## config.mk

```make
export PLATFORM = sky130hd
export DESIGN_NAME = booth_sequencer
export DESIGN_NICKNAME = d
export VERILOG_FILES = /design/src/rtl/booth_sequencer.sv
export SDC_FILE = /design/constraint.sdc
export NUM_CORES = 1
export LEC_CHECK = 0
export ABC_AREA = 1
export CORE_AREA = 2 2 135 137
export DETAILED_ROUTE_END_ITERATION = 8
export DIE_AREA = 0 0 137 139
export GPL_TIMING_DRIVEN = 0
export PLACE_DENSITY = 0.79
export SETUP_SLACK_MARGIN = 0.15
export SYNTH_ARGS = -nofsm -noshare
export SYNTH_HDL_FRONTEND = slang
export SYNTH_SLANG_ARGS = --single-unit
```

## constraint.sdc

```tcl
create_clock -name clock -period 5.9 [get_ports clock]
set_input_delay 1.77 -clock clock [delete_from_list [all_inputs] [get_ports clock]]
set_output_delay 1.77 -clock clock [all_outputs]
set_load 0.01 [all_outputs]
```

## src/rtl/booth_sequencer.sv

```systemverilog
// Radix-4 Booth multiply sequencer: 8 RUN cycles accumulate external partial products.
// Optional BOOTH_OVERFLOW_DETECT_EN widens the accumulator to 48 bits and flags overflow.
module booth_sequencer (
  input  logic        clock,
  input  logic        reset,
  input  logic        start,
  input  logic [31:0] operand_a,
  input  logic [15:0] operand_b,
  output logic [31:0] booth_multiplicand,
  output logic [15:0] booth_multiplier,
  output logic [2:0]  booth_counter,
  input  logic [31:0] booth_pp,
  input  logic        booth_carry,
  output logic [31:0] result,
  output logic        result_rdy,
  output logic        busy,
  output logic        overflow
);

`ifdef BOOTH_OVERFLOW_DETECT_EN
  localparam int AW = 48;
`else
  localparam int AW = 32;
`endif

  typedef enum logic [1:0] {
    IDLE = 2'd0,
    RUN  = 2'd1,
    DONE = 2'd2
  } state_t;

  state_t        state;
  logic [2:0]    count;
  logic [AW-1:0] acc;
  logic [AW-1:0] term;
  logic [AW-1:0] acc_sum;
  logic          ovf_next;

  always_comb begin
    term     = '0;
    acc_sum  = '0;
    ovf_next = 1'b0;
`ifdef BOOTH_OVERFLOW_DETECT_EN
    term = {{(AW-33){booth_carry}}, booth_carry, booth_pp};
    term = term << {count, 1'b0};
    acc_sum = acc + term;
    ovf_next = acc_sum[47:32] != {16{acc_sum[31]}};
`else
    term = booth_pp << {count, 1'b0};
    acc_sum = acc + term;
`endif
  end

  assign booth_counter = (state == RUN) ? count : 3'd0;

  always_ff @(posedge clock or posedge reset) begin
    if (reset) begin
      state              <= IDLE;
      count              <= 3'd0;
      acc                <= '0;
      result             <= 32'd0;
      result_rdy         <= 1'b0;
      busy               <= 1'b0;
      overflow           <= 1'b0;
      booth_multiplicand <= 32'd0;
      booth_multiplier   <= 16'd0;
    end else begin
      result_rdy <= 1'b0;
      unique case (state)
        IDLE: begin
          if (start) begin
            state              <= RUN;
            booth_multiplicand <= operand_a;
            booth_multiplier   <= operand_b;
            acc                <= '0;
            count              <= 3'd0;
            busy               <= 1'b1;
          end
        end
        RUN: begin
          acc   <= acc_sum;
          count <= count + 3'd1;
          if (count == 3'd7) begin
            state      <= DONE;
            result     <= acc_sum[31:0];
            overflow   <= ovf_next;
            result_rdy <= 1'b1;
          end
        end
        DONE: begin
          state <= IDLE;
          busy  <= 1'b0;
        end
        default: state <= IDLE;
      endcase
    end
  end

endmodule

```

## Word level (Yosys, flattened, before mapping)

Cells that the tools add are included.

| word-level totals | value |
|---|---|
| logic and storage cells | 36 |
| input port bits | 84 |
| flip-flop bits (word level) | 119 |

| operators by class | value |
|---|---|
| equality and inequality tests | 5 |
| reductions and logical operators | 8 |
| shifts and indexed selects | 1 |
| multiplexer cells | 12 |
| $add $sub $neg | 2 |

Operator list:

| cell | number |
|---|---|
| $pmux W32 S2 | 1 |
| $add A32 B32 Y32 | 1 |
| $mux W32 | 1 |
| $shl A32 B4 Y32 | 1 |
| $reduce_and A2 Y1 | 5 |
| $mux W3 | 2 |
| $pmux W3 S2 | 1 |
| $mux W2 | 2 |
| $pmux W2 S2 | 1 |
| $reduce_bool A2 Y1 | 2 |
| $add A3 B1 Y3 const B | 1 |
| $eq A3 B3 Y1 const B | 1 |
| $mux W1 | 3 |
| $eq A2 B1 Y1 const B | 1 |
| $eq A2 B2 Y1 const B | 1 |
| $logic_not A2 Y1 | 1 |
| $ne A2 B1 Y1 const B | 1 |
| $ne A2 B2 Y1 const B | 1 |
| $pmux W1 S2 | 1 |

## Longest topological paths before layout

| logic depth | value |
|---|---|
| depth in word-level cells | 3 |
| gate-level depth with buffers | 20 |

## Worst setup path before layout

OpenSTA, ideal clock, no wires.

| timing path | value |
|---|---|
| path kind | input to register |
| from | input booth_pp[2] |
| to | register result[31] |
| cell stages on the path | 17 |
| arrival | 3.372 ns |
| slack | 2.410 ns |
| setup time | 0.117 ns |
| required time | 5.783 ns |
| path buffers | 0 |
| path through | inv_1 o21ai_0 inv_1 nand2_1 o21ai_0 o21ai_0 ha_1 nand2_1 inv_1 nand2_1 inv_1 a21oi_1 nand2_2 nand2_1 nand3_1 nand3_1 nand2_1 |

| on the way | value |
|---|---|
| longest elaborated chain between the ends | 2 |

Ends and longest elaborated chain:

| element | line | RTL |
|---|---|---|
| from (decl) | 12 | `input logic [31:0] booth_pp,` |
| $shl A32 B4 Y32 | 49 | `term = booth_pp << {count, 1'b0};` |
| $add A32 B32 Y32 | 50 | `acc_sum = acc + term;` |
| to (signal assigned) | 85 | `result <= acc_sum[31:0];` |
| to (decl) | 14 | `output logic [31:0] result,` |

Every way passes these cells.
A chain may end at the register's enable or synchronous reset.

## Final worst setup path

| timing path | value |
|---|---|
| from | input booth_pp[9] |
| to | register acc[14] |

| on the way | value |
|---|---|
| longest elaborated chain between the ends | 3 |

Ends and longest elaborated chain:

| element | line | RTL |
|---|---|---|
| $shl A32 B4 Y32 | 49 |  |
| $add A32 B32 Y32 | 50 |  |
| $pmux W32 S2 | 69 | `unique case (state)` |
| to (signal assigned) | 81 | `acc <= acc_sum;` |
| to (decl) | 34 | `logic [AW-1:0] acc;` |

Every way passes these cells.

==> results.yml <==
grt:
  grt_remaining_overflow: 0
  grt_max_degree: 71
  antenna_found_initial: 0
  grt_pass1_wl_um: 38700
  grt_usage_pct: 26.0
  grt_pass1_vias: 7901
clock_tree:
  cts_made_buffers: 17
  root_buffer: "clkbuf_16"
  cts_resized: 0
  clkTransAtPathRegs_ns: 0.06
  cts_sinks: 119
  insertion_delay_ns: 0.43
  holdBufCountCts: 0
  cts_buffer_depth: 2
  cts_tree: "yes"
  cts_max_level: 4
  cts_setup_buffers: 0
final_layout:
  drive_gt1_share_pct: 6.65
  fillers: 1669
  fin_util_pct: 58.7
  n_antenna_cell: 0
  fin_nets: 1474
  area_growth_pct: 32.7
  finalNonFillerCells: 1598
synth:
  synthTopCellsByCount: "552 x nand2_1, 123 x inv_1, 119 x dfrtp_1"
  synth_top_flop_cell: "dfrtp_1"
  postSynthAreaPerCell_um2: 6.68
  ys_async_sr_fraction_pct: 100
  synthTopCellsByArea: "dfrtp_1 38%, nand2_1 27%, inv_1 5.9%"
  synth_cell_types: 32
  synth_area_um2: 7810
  netlist_instances: 1169
  synth_edf_count: 0
  synth.top_cell.area_share_pct: 38.1
  synth_area_leader_cell: "dfrtp_1"
  synth.most_common_cell: "nand2_1"
  yosysWarnings: 0
  synth_fp_nets: 1287
  ys_ff_latch: 119
  synth-seq-area-share_pct: 38.1
worst_setup_path:
  cp-startpoint: "booth_pp[9]"
  endpoint_kind: "register"
  path_max_fanout: 4
  arrival_ns: 4.46
  required_ns: 6.18
  critPathKind: "input pin to register"
  r2r_start: "count[1]$_DFFE_PP0P_"
  start_kind: "input pin"
placement:
  hpwl_um: 18500
  place_congestion: 0.949
  placedCellCount: 1566
  portBuffers: 167
  post-place-ws_ns: 1.40
floorplanning:
  die-height_um: 139
  initial_utilization_pct: 44.2
  rows: 49
  coreArea_um2: 17700
  dieArea_um2: 19000
  io_pins: 170
  die_w_um: 137
detailed_routing:
  ant_nets: 0
  first_iter_violations: 513
  avgRoutedWirePerCell_um: 14.9
  wl_um: 23800
  drt-pass1-iter-count: 7
  via_per_inst: 5.02
  via_count: 8022
  drc: 0
job:
  maxCapViolations: 0
hold_path:
  worstHoldPathType: "register to register"
  hold_start: "booth_multiplier[1]$_DFFE_PP0P_"
sta:
  setup_viol: 0
  hold_violations: 0
  drv_slew: 0
  period_share_pct: 70.8
  maxClockFrequency_mhz: 239
  max_slew_margin_pct: 56.1
  grt_setup_unrepaired: "no"
  fin_skew_ns: 0.0248
  worstMarginPinSlew_ns: 0.658
  post-route-min-period_ns: 4.18
  setup_slack_ns: 1.72
run_status:
  status: "completed"
==> critical path: stages <==
cell,delay (ns)
clkdlybuf4s50_1,0.51
nand2_1,0.08
nand3_1,0.08
o21ai_0,0.17
o21ai_0,0.44
ha_1,0.37
nand2_2,0.13
inv_2,0.05
nand2_1,0.08
inv_1,0.09
a21oi_1,0.18
nand2_2,0.11
xnor2_1,0.31
o21ai_1,0.10
==> layout make-up <==
| cell class | count | area [µm²] | share of cell area (%) |
|---|---|---|---|
| Buffer | 42 | 218 | 2.10 |
| Clock buffer | 19 | 453 | 4.37 |
| Clock inverter | 13 | 110 | 1.06 |
| Inverter | 128 | 485 | 4.68 |
| Multi-Input combinational cell | 880 | 4130 | 39.9 |
| Sequential cell | 119 | 2980 | 28.7 |
| Tap cell | 229 | 287 | 2.77 |
| Timing Repair Buffer | 168 | 1700 | 16.4 |
==> registers in the layout (all words and copies together), names as in the netlist <==
name / flops
acc: 32
booth_multiplicand: 32
result: 32
booth_multiplier: 16
count: 3
state: 2
busy: 1
result_rdy: 1
==> worst paths after layout <==
kind                                                        end  slack (ns)  depth (start not counted)
worst max-delay path                        acc[14]$_DFFE_PP0P_        1.72                         14
worst min-delay path            booth_multiplier[1]$_DFFE_PP0P_        0.47                          2
worst max register to register              acc[14]$_DFFE_PP0P_        2.58                         14
worst min register to register  booth_multiplier[1]$_DFFE_PP0P_        0.47                          2
max in group asynchronous                result[21]$_DFFE_PP0P_        3.43                          3
min in group asynchronous                 result[7]$_DFFE_PP0P_        1.76                          2
==> layout by cell type, fill, tap and decap left out, drive strengths merged, types with 2 or more instances in the layout <==
cell type	count
clkbuf	34
nand3b	5
ha	33
o21bai	3
nand3	87
o21ai	70
clkinv	5
buf	28
xor2	5
nand4	5
nor2	50
a21oi	22
clkinvlp	2
xnor2	10
mux2i	11
clkdlybuf4s50	167
inv	134
a31oi	3
nand2	565
nor3	8
dfrtp	119
==> layer usage <==
| metal | global-route usage, % | vias to the layer above | wire length (µm) |
|---|---|---|---|
| li1 | - | 4013 | - |
| met1 | 33.0 | 3623 | 9980 |
| met2 | 41.4 | 335 | 10800 |
| met3 | 8.30 | 51 | 2430 |
| met4 | 9.44 | 0 | 634 |
| met5 | 0 | - | 0 |
==> cell families (layout without fill, tap and decap cells) <==
family | count (synthesis) | after routing | share of synthesized area (%)
AO/OA/AOI/OAI | 99 | 99 | 6.57
XOR/XNOR | 15 | 15 | 1.68
adder cells (fa/ha/maj) | 34 | 34 | 5.54
buffers and inverters | 170 | 370 | 8.94
flip-flops | 119 | 119 | 38.1
multiplexers | 11 | 11 | 1.41
other | 1 | 1 | 0.0480
AND/OR/NAND/NOR | 720 | 720 | 37.7
==> stage by stage <==
stage	TNS, ns	instance area (µm²)	hold slack [ns]
after detailed placement	0	9800	0.458
after floorplan	0	7810	0.455
after CTS	0	10400	0.473
after global placement	-101.21	9770	0.453
after global routing	0	10400	0.487
final	0	10400	0.468
Power is left out: the tool's default activity adds up to more than one toggle a clock period on the data nets, which glitch-free logic cannot reach.
